[src/rtl/dmem_pkg.sv]
// Shared types and defaults for the data-memory arbiter.
package dmem_pkg;

  localparam int unsigned DefAw = 32;
  localparam int unsigned DefDw = 32;

  typedef enum logic [1:0] {
    StIdle    = 2'd0,
    StMaBusy  = 2'd1,
    StDbgBusy = 2'd2
  } dmem_state_e;

endpackage

[src/rtl/rr_arb2.sv]
// Two-requester round-robin picker: on a tie, the requester not served last wins.
module rr_arb2 (
  input  logic clk,
  input  logic rst,
  input  logic req_ma_i,
  input  logic req_dbg_i,
  input  logic done_i,      // a transaction completes this cycle
  input  logic done_dbg_i,  // ...and it was the debug one
  output logic pick_ma_o,
  output logic pick_dbg_o
);

  logic last_dbg_q, last_dbg_d;

  // Winner selection and last-served flag update.
  always_comb begin
    pick_dbg_o = req_dbg_i && (!req_ma_i || !last_dbg_q);
    pick_ma_o  = req_ma_i && !pick_dbg_o;
    last_dbg_d = done_i ? done_dbg_i : last_dbg_q;
  end

  // Last-served flag register.
  always_ff @(posedge clk) begin
    if (rst) begin
      last_dbg_q <= 1'b0;
    end else begin
      last_dbg_q <= last_dbg_d;
    end
  end

endmodule

[src/rtl/dmem_arbiter.sv]
// Shares one data-memory port between the MA stage and a debug/loader port.
module dmem_arbiter
  import dmem_pkg::*;
#(
  parameter int unsigned AW      = DefAw,
  parameter int unsigned DW      = DefDw,
  parameter int unsigned TIMEOUT = 16
) (
  input  logic          clk,
  input  logic          rst,
  input  logic          ma_isLd,
  input  logic          ma_isSt,
  input  logic [AW-1:0] ma_addr,
  input  logic [DW-1:0] ma_wdata,
  output logic [DW-1:0] ma_rdata,
  output logic          ma_stall,
  input  logic          dbg_req,
  input  logic          dbg_we,
  input  logic [AW-1:0] dbg_addr,
  input  logic [DW-1:0] dbg_wdata,
  output logic          dbg_gnt,
  output logic [DW-1:0] dbg_rdata,
  output logic          mem_req,
  output logic          mem_we,
  output logic [AW-1:0] mem_addr,
  output logic [DW-1:0] mem_wdata,
  input  logic [DW-1:0] mem_rdata,
  input  logic          mem_ack,
  output logic          err
);

  localparam int unsigned TW = $clog2(TIMEOUT);
  localparam logic [TW-1:0] TimerMax = TW'(TIMEOUT - 1);

  dmem_state_e   state_q, state_d;
  logic [TW-1:0] timer_q, timer_d;
  logic          mem_we_q, mem_we_d;
  logic [AW-1:0] mem_addr_q, mem_addr_d;
  logic [DW-1:0] mem_wdata_q, mem_wdata_d;
  logic          err_q, err_d;
  logic [DW-1:0] ma_rdata_q, ma_rdata_d;
  logic [DW-1:0] dbg_rdata_q, dbg_rdata_d;

  logic          ma_req, busy, timeout, complete, ma_done, dbg_done;
  logic          pick_ma, pick_dbg;
  logic [DW-1:0] resp_data;

  // Load and store together is treated as no request.
  assign ma_req    = ma_isLd ^ ma_isSt;
  assign busy      = (state_q != StIdle);
  assign timeout   = busy && !mem_ack && (timer_q == TimerMax);
  assign complete  = busy && (mem_ack || timeout);
  assign ma_done   = (state_q == StMaBusy) && complete;
  assign dbg_done  = (state_q == StDbgBusy) && complete;
  // An aborted transaction returns zero.
  assign resp_data = mem_ack ? mem_rdata : '0;

  rr_arb2 u_rr_arb2 (
    .clk        (clk),
    .rst        (rst),
    .req_ma_i   (ma_req),
    .req_dbg_i  (dbg_req),
    .done_i     (complete),
    .done_dbg_i (state_q == StDbgBusy),
    .pick_ma_o  (pick_ma),
    .pick_dbg_o (pick_dbg)
  );

  // Next-state: grant in idle, count and finish in busy, capture read data.
  always_comb begin
    state_d     = state_q;
    timer_d     = timer_q;
    mem_we_d    = mem_we_q;
    mem_addr_d  = mem_addr_q;
    mem_wdata_d = mem_wdata_q;
    err_d       = err_q;
    ma_rdata_d  = ma_rdata_q;
    dbg_rdata_d = dbg_rdata_q;
    case (state_q)
      StIdle: begin
        timer_d = '0;
        if (pick_dbg) begin
          state_d     = StDbgBusy;
          mem_we_d    = dbg_we;
          mem_addr_d  = dbg_addr;
          mem_wdata_d = dbg_wdata;
        end else if (pick_ma) begin
          state_d     = StMaBusy;
          mem_we_d    = ma_isSt;
          mem_addr_d  = ma_addr;
          mem_wdata_d = ma_wdata;
        end
      end
      StMaBusy, StDbgBusy: begin
        if (complete) begin
          state_d = StIdle;
          timer_d = '0;
          if (timeout) begin
            err_d = 1'b1;
          end
        end else begin
          timer_d = timer_q + TW'(1);
        end
      end
      default: state_d = StIdle;
    endcase
    if (ma_done && !mem_we_q) begin
      ma_rdata_d = resp_data;
    end
    if (dbg_done && !mem_we_q) begin
      dbg_rdata_d = resp_data;
    end
  end

  // State registers.
  always_ff @(posedge clk) begin
    if (rst) begin
      state_q     <= StIdle;
      timer_q     <= '0;
      mem_we_q    <= 1'b0;
      mem_addr_q  <= '0;
      mem_wdata_q <= '0;
      err_q       <= 1'b0;
      ma_rdata_q  <= '0;
      dbg_rdata_q <= '0;
    end else begin
      state_q     <= state_d;
      timer_q     <= timer_d;
      mem_we_q    <= mem_we_d;
      mem_addr_q  <= mem_addr_d;
      mem_wdata_q <= mem_wdata_d;
      err_q       <= err_d;
      ma_rdata_q  <= ma_rdata_d;
      dbg_rdata_q <= dbg_rdata_d;
    end
  end

  // Outputs; read data bypasses the register in the completion cycle.
  always_comb begin
    mem_req   = busy;
    mem_we    = mem_we_q;
    mem_addr  = mem_addr_q;
    mem_wdata = mem_wdata_q;
    err       = err_q;
    ma_stall  = ma_req && !ma_done;
    dbg_gnt   = dbg_done;
    ma_rdata  = (ma_done && !mem_we_q) ? resp_data : ma_rdata_q;
    dbg_rdata = (dbg_done && !mem_we_q) ? resp_data : dbg_rdata_q;
  end

endmodule

[config.mk]
export PLATFORM = sky130hd
export DESIGN_NAME = dmem_arbiter
export DESIGN_NICKNAME = d
export VERILOG_FILES = /design/src/rtl/dmem_pkg.sv /design/src/rtl/rr_arb2.sv /design/src/rtl/dmem_arbiter.sv
export SDC_FILE = /design/constraint.sdc
export NUM_CORES = 1
export LEC_CHECK = 0
export BUFFER_PORTS_ARGS = -buffer_cell sky130_fd_sc_hd__buf_2
export CORE_MARGIN = 3
export CORE_UTILIZATION = 39
export DETAILED_ROUTE_END_ITERATION = 16
export GPL_ROUTABILITY_DRIVEN = 0
export PLACE_DENSITY = 0.83
export SETUP_SLACK_MARGIN = 0.15
export SLEW_MARGIN = 30
export SYNTH_ARGS = -nofsm -noshare
export SYNTH_HDL_FRONTEND = slang
export SYNTH_HIERARCHICAL = 1
export SYNTH_SLANG_ARGS = --single-unit
[constraint.sdc]
create_clock -name clk -period 2.15 [get_ports clk]
set_input_delay 0.215 -clock clk [delete_from_list [all_inputs] [get_ports clk]]
set_output_delay 0.215 -clock clk [all_outputs]
set_load 0.005 [all_outputs]
After elaboration in Yosys (flattened, before gate mapping)
Cells that the tools add are included.
- add/subtract/negate cells: 1
- $mul: 0
- div/mod/pow operators: 0
- $lt $le $gt $ge: 0
- equality and inequality tests: 5
- shift operators: 0
- muxes and demuxes: 15
- bitwise logic cells: 1
- reductions and logical operators: 26
- operators with widths (cell ; count):
    2-to-1 mux 32 bit ; 7
    logical AND 1 bit ; 10
    one-hot mux 4 bit (2 select lines) ; 1
    logical NOT 1 bit ; 6
    2-to-1 mux 2 bit ; 3
    nonzero test 2 bit ; 3
    adder 4 x 1 -> 4 bit (second input constant) ; 1
    equality test 4 bit (second input constant) ; 1
    2-to-1 mux 4 bit ; 1
    one-hot mux 2 bit (2 select lines) ; 1
    AND reduction 2 bit ; 2
    inequality test 3 bit (second input constant) ; 1
    AND reduction 3 bit ; 1
    equality test 2 x 1 -> 1 bit (second input constant) ; 1
    equality test 2 bit (second input constant) ; 1
    logical NOT 2 bit ; 1
    logical OR 1 bit ; 2
    2-to-1 mux 1 bit ; 2
    inequality test 2 bit (second input constant) ; 1
    OR reduction 2 bit ; 1
    bitwise XOR 1 bit ; 1
- bits in registers: 137
- latch bits: 0
- bits in writable memories: 0
- ROM bits: 0
- input bits: 167
- output and inout bits: 133
- logic and storage cells: 57
- memories: 0

Logic depth before layout (Yosys ltp)
Gate-level depths: netlist of the first run.
- depth in word-level cells: 9
- gate-level depth with buffers: 8
- depth with buffers taken out: 6

Hierarchy
Netlist of the first run, hierarchy kept.
- modules (own cells, without submodules) (module ; times used ; cells each ; area an instance (µm²) ; sequential area each (µm²)):
    dmem_arbiter ; 1 ; 698 ; 6713.9 ; 2722.6
    rr_arb2 ; 1 ; 6 ; 52.6 ; 20.0

Worst setup path after synthesis of the first run
No wires, ideal clock.
- path kind: register to output
- start point: register state_q[0]
- end point: output port dbg_rdata[10]
- arrival time: 1.843 ns
- data required time: 1.935 ns
- path slack: 0.092 ns
- stages on the path, launching flop included: 7
- path buffers: 2
- path through: dfxtp_1 > inv_1 > ha_1 > buf_2 > nor4b_2 > buf_4 > mux2_2
- word-level cells in the longest chain between the ends: 8
- elaborated cells between the ends (all ways): 9
- those cells by class: eq/ne: 1; mux: 1; reduce/logical: 7
- RTL lines (item ; RTL line ; RTL):
    start: declaration ; dmem_arbiter.sv:35 ; dmem_state_e state_q, state_d;
    start signal: assignment ; dmem_arbiter.sv:118 ; state_q <= StIdle;
    start signal: assignment ; dmem_arbiter.sv:127 ; state_q <= state_d;
    nonzero test 2 bit ; dmem_arbiter.sv:50 ; assign busy = (state_q != StIdle);
    logical AND 1 bit (2 in series) ; dmem_arbiter.sv:51 ; assign timeout = busy && !mem_ack && (timer_q == TimerMax);
    logical OR 1 bit ; dmem_arbiter.sv:52 ; assign complete = busy && (mem_ack || timeout);
    logical AND 1 bit ; dmem_arbiter.sv:52 ;
    logical AND 1 bit * ; dmem_arbiter.sv:54 ; assign dbg_done = (state_q == StDbgBusy) && complete;
    logical AND 1 bit * ; dmem_arbiter.sv:148 ; dbg_rdata = (dbg_done && !mem_we_q) ? resp_data : dbg_rdata_q;
    2-to-1 mux 32 bit * ; -- ;
    end: declaration ; dmem_arbiter.sv:22 ; output logic [DW-1:0] dbg_rdata,
Every way passes the cells marked *; elsewhere a longest branch is shown, timed or not.

Worst setup path after layout of the first run
- start point: register timer_q[1]
- end point: output port ma_rdata[19]
- word-level cells in the longest chain between the ends: 7
- RTL lines (item ; RTL line ; RTL):
    start: declaration ; dmem_arbiter.sv:36 ; logic [TW-1:0] timer_q, timer_d;
    start signal: assignment ; dmem_arbiter.sv:128 ; timer_q <= timer_d;
    equality test 4 bit ; dmem_arbiter.sv:51 ;
    logical AND 1 bit ; dmem_arbiter.sv:51 ;
    logical OR 1 bit ; dmem_arbiter.sv:52 ;
    logical AND 1 bit ; dmem_arbiter.sv:52 ;
    logical AND 1 bit ; dmem_arbiter.sv:53 ; assign ma_done = (state_q == StMaBusy) && complete;
    logical AND 1 bit ; dmem_arbiter.sv:147 ; ma_rdata = (ma_done && !mem_we_q) ? resp_data : ma_rdata_q;
    2-to-1 mux 32 bit ; -- ;
    end: declaration ; dmem_arbiter.sv:15 ; output logic [DW-1:0] ma_rdata,
Every way passes these cells.

==> results of run 1 <==
[cells in the mapped netlist, drive strengths merged, types with 5 or more instances]
library cell	count	area share [%]
ha	5	0.92
buf	23	2.4
and2	33	3.1
a211oi	65	7.2
dfxtp	137	41
nor2	69	3.8
inv	7	0.39
mux2i	130	19
clkbuf	36	2.0
nand2	101	5.6
mux2	64	11
[power breakdown]
part | switching (mW) | internal, mW | leakage, nW
Sequential | 0.177 | 2.86 | 1.12
Clock | 1.16 | 2.08 | 0.313
Combinational | 1.16 | 1.14 | 3.68
Total | 2.50 | 6.08 | 5.12
[cells by family after synthesis]
kind of cell | after synthesis | share of synthesized area [%]
AO/OA/AOI/OAI | 82 | 9.190
flip-flops | 137 | 40.53
AND/OR/NAND/NOR | 219 | 14.59
adder cells (fa/ha/maj) | 5 | 0.9246
XOR/XNOR | 1 | 0.1295
multiplexers | 194 | 29.88
buffers and inverters | 66 | 4.752
[worst register-to-register path, delay by kind of cell, from the launching register on]
family | cells | cell delay (ps)
fa+ha+maj | 1 | 150
mux | 1 | 230
buf+inv | 2 | 390
simple gates | 1 | 660
flops | 1 | 350
compound gates | 1 | 110
[state kept, by name, summed over array words and instances, names as in the netlist]
name                  cells
state_q                   2
u_rr_arb2/last_dbg_q      1
dbg_rdata_q              32
mem_addr                 32
ma_rdata_q               32
mem_wdata                32
err                       1
timer_q                   4
mem_we                    1
[layout make-up]
class	instances	area share (%)
multi-input cells	501	39.08
flip-flops and latches	137	27.01
repair buffers	356	24.55
clock buffers	19	4.244
well taps	220	2.699
clock inverters	13	2.110
inverters	7	0.3067
[through the flow]
stage | TNS [ps] | total power [mW] | utilization, %
detailed placement | 0 | 5.003 | 51.42
finish | -15730 | 8.577 | 60.86
CTS | -14060 | 8.405 | 58.45
floorplan | 0 | 4.127 | -
global route | -19450 | 8.959 | 60.86
global placement | 0 | 4.947 | 51.42
[how the worst min path moves through the flow]
| stage | endpoint | cells after the start |
|---|---|---|
| after detailed placement | err | 1 |
| after CTS | mem_wdata[3] | 3 |
| after global placement | dbg_rdata_q[19] | 2 |
| after global routing | mem_wdata[31] | 3 |
| after floorplan | u_rr_arb2/last_dbg_q | 1 |
| final | mem_wdata[11] | 3 |
[layer usage]
layer	part of all wire, %	wire (um)	vias to the layer above
met1	38	8411	2955
met2	52	11490	286
met5	0.054	12	-
met3	6.7	1482	59
li1	-	-	3113
met4	3.6	801	2
[repair_timing]
| action | CTS | global route |
|---|---|---|
| pin swaps | 4 | 8 |
| cloned | 3 | 2 |
| gates resized for setup | 78 | 55 |
| setup endpoints to repair | 125 | 66 |
| setup buffers | 12 | 12 |
==> flow_summary.toml, run 1 <==
[logic_synthesis]
syn_avg_cell_area_um2 = 9.611
synth_cell_types = 38
synthCells = 704
synth_edf_count = 0
ys_seq_area_share_pct = 40.53
syn-cell-area_um2 = 6766
yosysWarnings = 6
ys_ff_latch = 137
async_flop_share_pct = 0
synth_flop_cell = "dfxtp_1"
syn_nets = 876

[global_route]
grt_busiest_layer = "met2"
grt_pass1_wl_mm = 31.06
antenna_found_initial = 1
grtUsageMet2_pct = 37.58
grt_pass1_vias = 6048
grt.overflow.total = 0
grt.total_usage_pct = 21.00
grt_max_degree = 75
met1_usage_pct = 23.48
use_met3_pct = 5.223

[timing]
fin_ws_ps = -334.4
finalCritPeriodShare_pct = 115.6
slew_violations = 0
tightestPinTransition_ps = 543.7
finalCriticalPeriod_ps = 2484
final_hold_viol_count = 0
setup_viol = 64
clock_skew_ps = 9.103
fin_hold_ws_ps = 132.9
fmax_ghz = 0.4025
rsz0062_at_grt = "true"
relSlewSlack_pct = 63.70

[drt]
wirelength_mm = 22.20
vias_per_cell = 5.120
num_vias = 6415
antenna_left = 0
wl_per_cell_um = 17.72
drc = 0
first_pass_iters = 4
first_iter_violations = 238

[cells_and_area]
layout_commonest_cell = "buf_2"
multi_input_area_um2 = 3986
design_area_um2 = 10200
syn_to_final_growth_pct = 50.74
layout_common_cells = "259 x buf_2, 131 x dfxtp_1, 130 x mux2i_1"
layout.cells.non_filler = 1253
fillers = 1263
drive_gt1_share_pct = 46.56
num_antenna_cells = 0
seqCellArea_um2 = 2755
fin_nets = 1192

[place]
dp_cells = 1192
postPlaceCellArea_um2 = 8618
io_buffers = 299
dp_worst_setup_slack_ps = 3.657
dpl.hpwl_mm = 14.55

[setup_path]
cp-end-kind = "output pin"
cp_slowest_cell = "dfxtp_2"
critical_path.max_stage_delay_ps = 350
critPathMaxFanout = 10
rrSetupSlack_ps = 180
reg2regPathDepth = 6
path_depth = 8
cp.arrival_ps = 2270
startpoint = "timer_q[1]"
cp_data_required_time_ps = 1930
crit_end = "ma_rdata[19]"
r2r-start = "timer_q[1]"
crit_family = "buffers and inverters"
critPathLaunchType = "register"
criticalPathCategory = "reg2out"
crit_buf_inv = 4
path_cells = "ha_4 -> a31oi_4 -> buf_12 -> nor4b_4 -> buf_6 -> clkbuf_16 -> mux2_2 -> buf_2"
timing.rr.end = "dbg_rdata_q[24]"

[clocking]
cts_hold_buf = 0
cts.htree.levels = 4
cts_sinks = 137
clk_root_buffer_cell = "clkbuf_16"
cts_buffer_depth = 2
cts_tree = "yes"
cts.clk_slew.worst_paths_ps = 60
cts_buffers = 17
clk-insertion-delay-late_ps = 420

[die]
die_y_um = 137.7
rows = 47
start_util_pct = 40.37
die_x_um = 137.7
coreArea_um2 = 16760
die_area_um2 = 18970
io_pins = 300

[status]
violations = "setup timing"
status = "finished with violations"

[worst_hold_path]
min_from = "ma_wdata[11]"
hp-class = "in2reg"

[power_and_ir_drop]
p_leak_nw = 5.117
powerDensity_nw_per_um2 = 840.9
ir_worst_vdd_mv = 0.5094

[run]
drv_cap = 0
(Power assumes the default switching activity.)
==> run 2, diff against run 1 <==
CORE_ASPECT_RATIO = 1.4   (was default)
GPL_TIMING_DRIVEN = 0   (was default)
==> run 2 against run 1 <==
  * The run still ends with setup timing left
  * Via count grew 2.7%
  * Sequential share of layout area rose by 0.40 points
  * Final cell count is 4.0% higher
  * Critical path type unchanged
  * Critical endpoint is now ma_rdata[17]
==> flow_summary.toml, run 2 (same netlist as run 1, synthesis figures left out) <==
[setup_path]
cp-end-kind = "output pin"
r2r-start = "state_q[0]"
criticalPathCategory = "reg2out"
critPathLaunchType = "register"
cp_data_required_time_ps = 1930
startpoint = "state_q[0]"
critPathMaxFanout = 10
cp.arrival_ps = 2210

[cells_and_area]
layout_commonest_cell = "buf_2"
syn_to_final_growth_pct = 48.45
num_antenna_cells = 0
layout_common_cells = "268 x buf_2, 132 x dfxtp_1, 130 x mux2i_1"
fin_util_pct = 59.48
fin_nets = 1230
multi_input_area_um2 = 3910
drive_gt1_share_pct = 45.28
design_area_um2 = 10040
seqCellArea_um2 = 2754
fillers = 1407
layout.cells.non_filler = 1303

[die]
start_util_pct = 40.07
rows = 56
coreArea_um2 = 16890
die_area_um2 = 18990
die_y_um = 161.9
die_x_um = 117.3
io_pins = 300

[place]
io_buffers = 299
dpl.hpwl_mm = 15.84
dp_cells = 1235
postPlaceCellArea_um2 = 8562

[global_route]
antenna_found_initial = 1
grt.total_usage_pct = 22.79
grt_pass1_vias = 6842
grt_pass1_wl_mm = 35.00
grt.overflow.total = 0
grt_max_degree = 17

[timing]
fin_ws_ps = -270.6
finalCritPeriodShare_pct = 112.6
setup_viol = 66
final_hold_viol_count = 0
rsz0062_at_grt = "true"
relSlewSlack_pct = 60.25
fin_hold_ws_ps = 52.91
fmax_ghz = 0.4131
slew_violations = 0
clock_skew_ps = 11.09
finalCriticalPeriod_ps = 2421
tightestPinTransition_ps = 596.2

[clocking]
cts_buffers = 17
clk_root_buffer_cell = "clkbuf_16"
cts.htree.levels = 4
clk-insertion-delay-late_ps = 410
cts_hold_buf = 0
cts_sinks = 137
cts.clk_slew.worst_paths_ps = 70
cts_buffer_depth = 2
cts_tree = "yes"

[power_and_ir_drop]
cellInternalPower_mw = 5.441
p_clk_share_pct = 34.6
switching_share_pct = 32.19
ir_worst_vdd_mv = 0.4736
p_sw_mw = 2.583
p_leak_nw = 5.079
powerDensity_nw_per_um2 = 798.8
power_frac_comb_pct = 27.6
seqPwrFrac_pct = 37.8

[worst_hold_path]
min_from = "rst"
hp-class = "in2reg"

[drt]
dr_wl_met2_mm = 12.55
antenna_left = 0
wl_met3_mm = 1.294
vias_per_cell = 5.054
wl_per_cell_um = 17.39
first_pass_iters = 4
drc = 0
dr.max_layer_used = "met5"
num_vias = 6586
wirelength_mm = 22.66
wl_met1_mm = 8.403
first_iter_violations = 339

[status]
status = "finished with violations"
violations = "setup timing"

[run]
drv_cap = 0
==> run 2: cell types whose count changed in the layout (fill, tap and decap cells not counted), moves of 3 or more <==
cell        delta
clkbuf_4       +6
a211oi_2       -7
clkinvlp_4     +3
buf_2          +9
buf_12        -14
clkbuf_2      +11
clkbuf_1      +21
inv_6          +3
a211oi_1       +7
buf_4          -6
bufinv_16      -5
buf_6          +7
buf_8          +3
inv_8          +3
==> run 2: final timing paths <==
path                                        endpoint  slack [ps]  cells past startpoint
worst max-delay path                    ma_rdata[17]        -270                      7
worst min-delay path            u_rr_arb2/last_dbg_q          50                      2
worst min register to register        dbg_rdata_q[2]         460                      2
worst max register to register            state_q[0]         140                     10
==> run 2: power groups by stage <==
stage / Combinational [mW] / Sequential, mW / Clock (mW)
6_report: 2.21 / 3.03 / 2.78
5_1_grt: 2.42 / 3.07 / 2.93
4_1_cts: 2.08 / 3.03 / 2.81
3_5_place_dp: 1.87 / 3.08 / 0
3_3_place_gp: 1.83 / 3.07 / 0
2_1_floorplan: 1.04 / 3.09 / 0
==> run 2: critical path: stages (launching register included) <==
cell,delay (ps)
dfxtp_2,350
buf_4,120
ha_1,230
nor4b_4,240
buf_6,220
buf_8,160
mux2_2,340
buf_2,130
==> run 2: timing repair <==
action	4_1_cts	5_1_grt
hold endpoints to repair	0	0
endpoints found under the setup margin	127	119
resized for setup	118	40
pin swaps	6	7
buffers inserted	20	11
gates cloned	3	2
==> run 2: cell type report <==
class	instances	share of cell area (%)
repair buffers	335	21.03
clock buffers	17	4.235
plain buffers	59	3.949
flip-flops and latches	137	27.42
well taps	232	2.890
clock inverters	15	1.295
inverters	7	0.2616
multi-input cells	501	38.93
==> run 2: stage by stage <==
step           power [mW]  setup TNS, ps  setup WS, ps
6_report            8.024         -15170        -270.6
3_3_place_gp        4.896         -25120        -370.4
3_5_place_dp        4.949         -29080        -395.1
2_1_floorplan       4.127              0         179.9
4_1_cts             7.919         -12140        -227.4
5_1_grt             8.416         -19330        -344.2
==> run 2: routing by layer <==
metal,vias up,track usage [%]
met3,33,4.911
met2,258,44.76
met5,-,0
li1,3191,-
met4,2,7.097
met1,3102,24.10
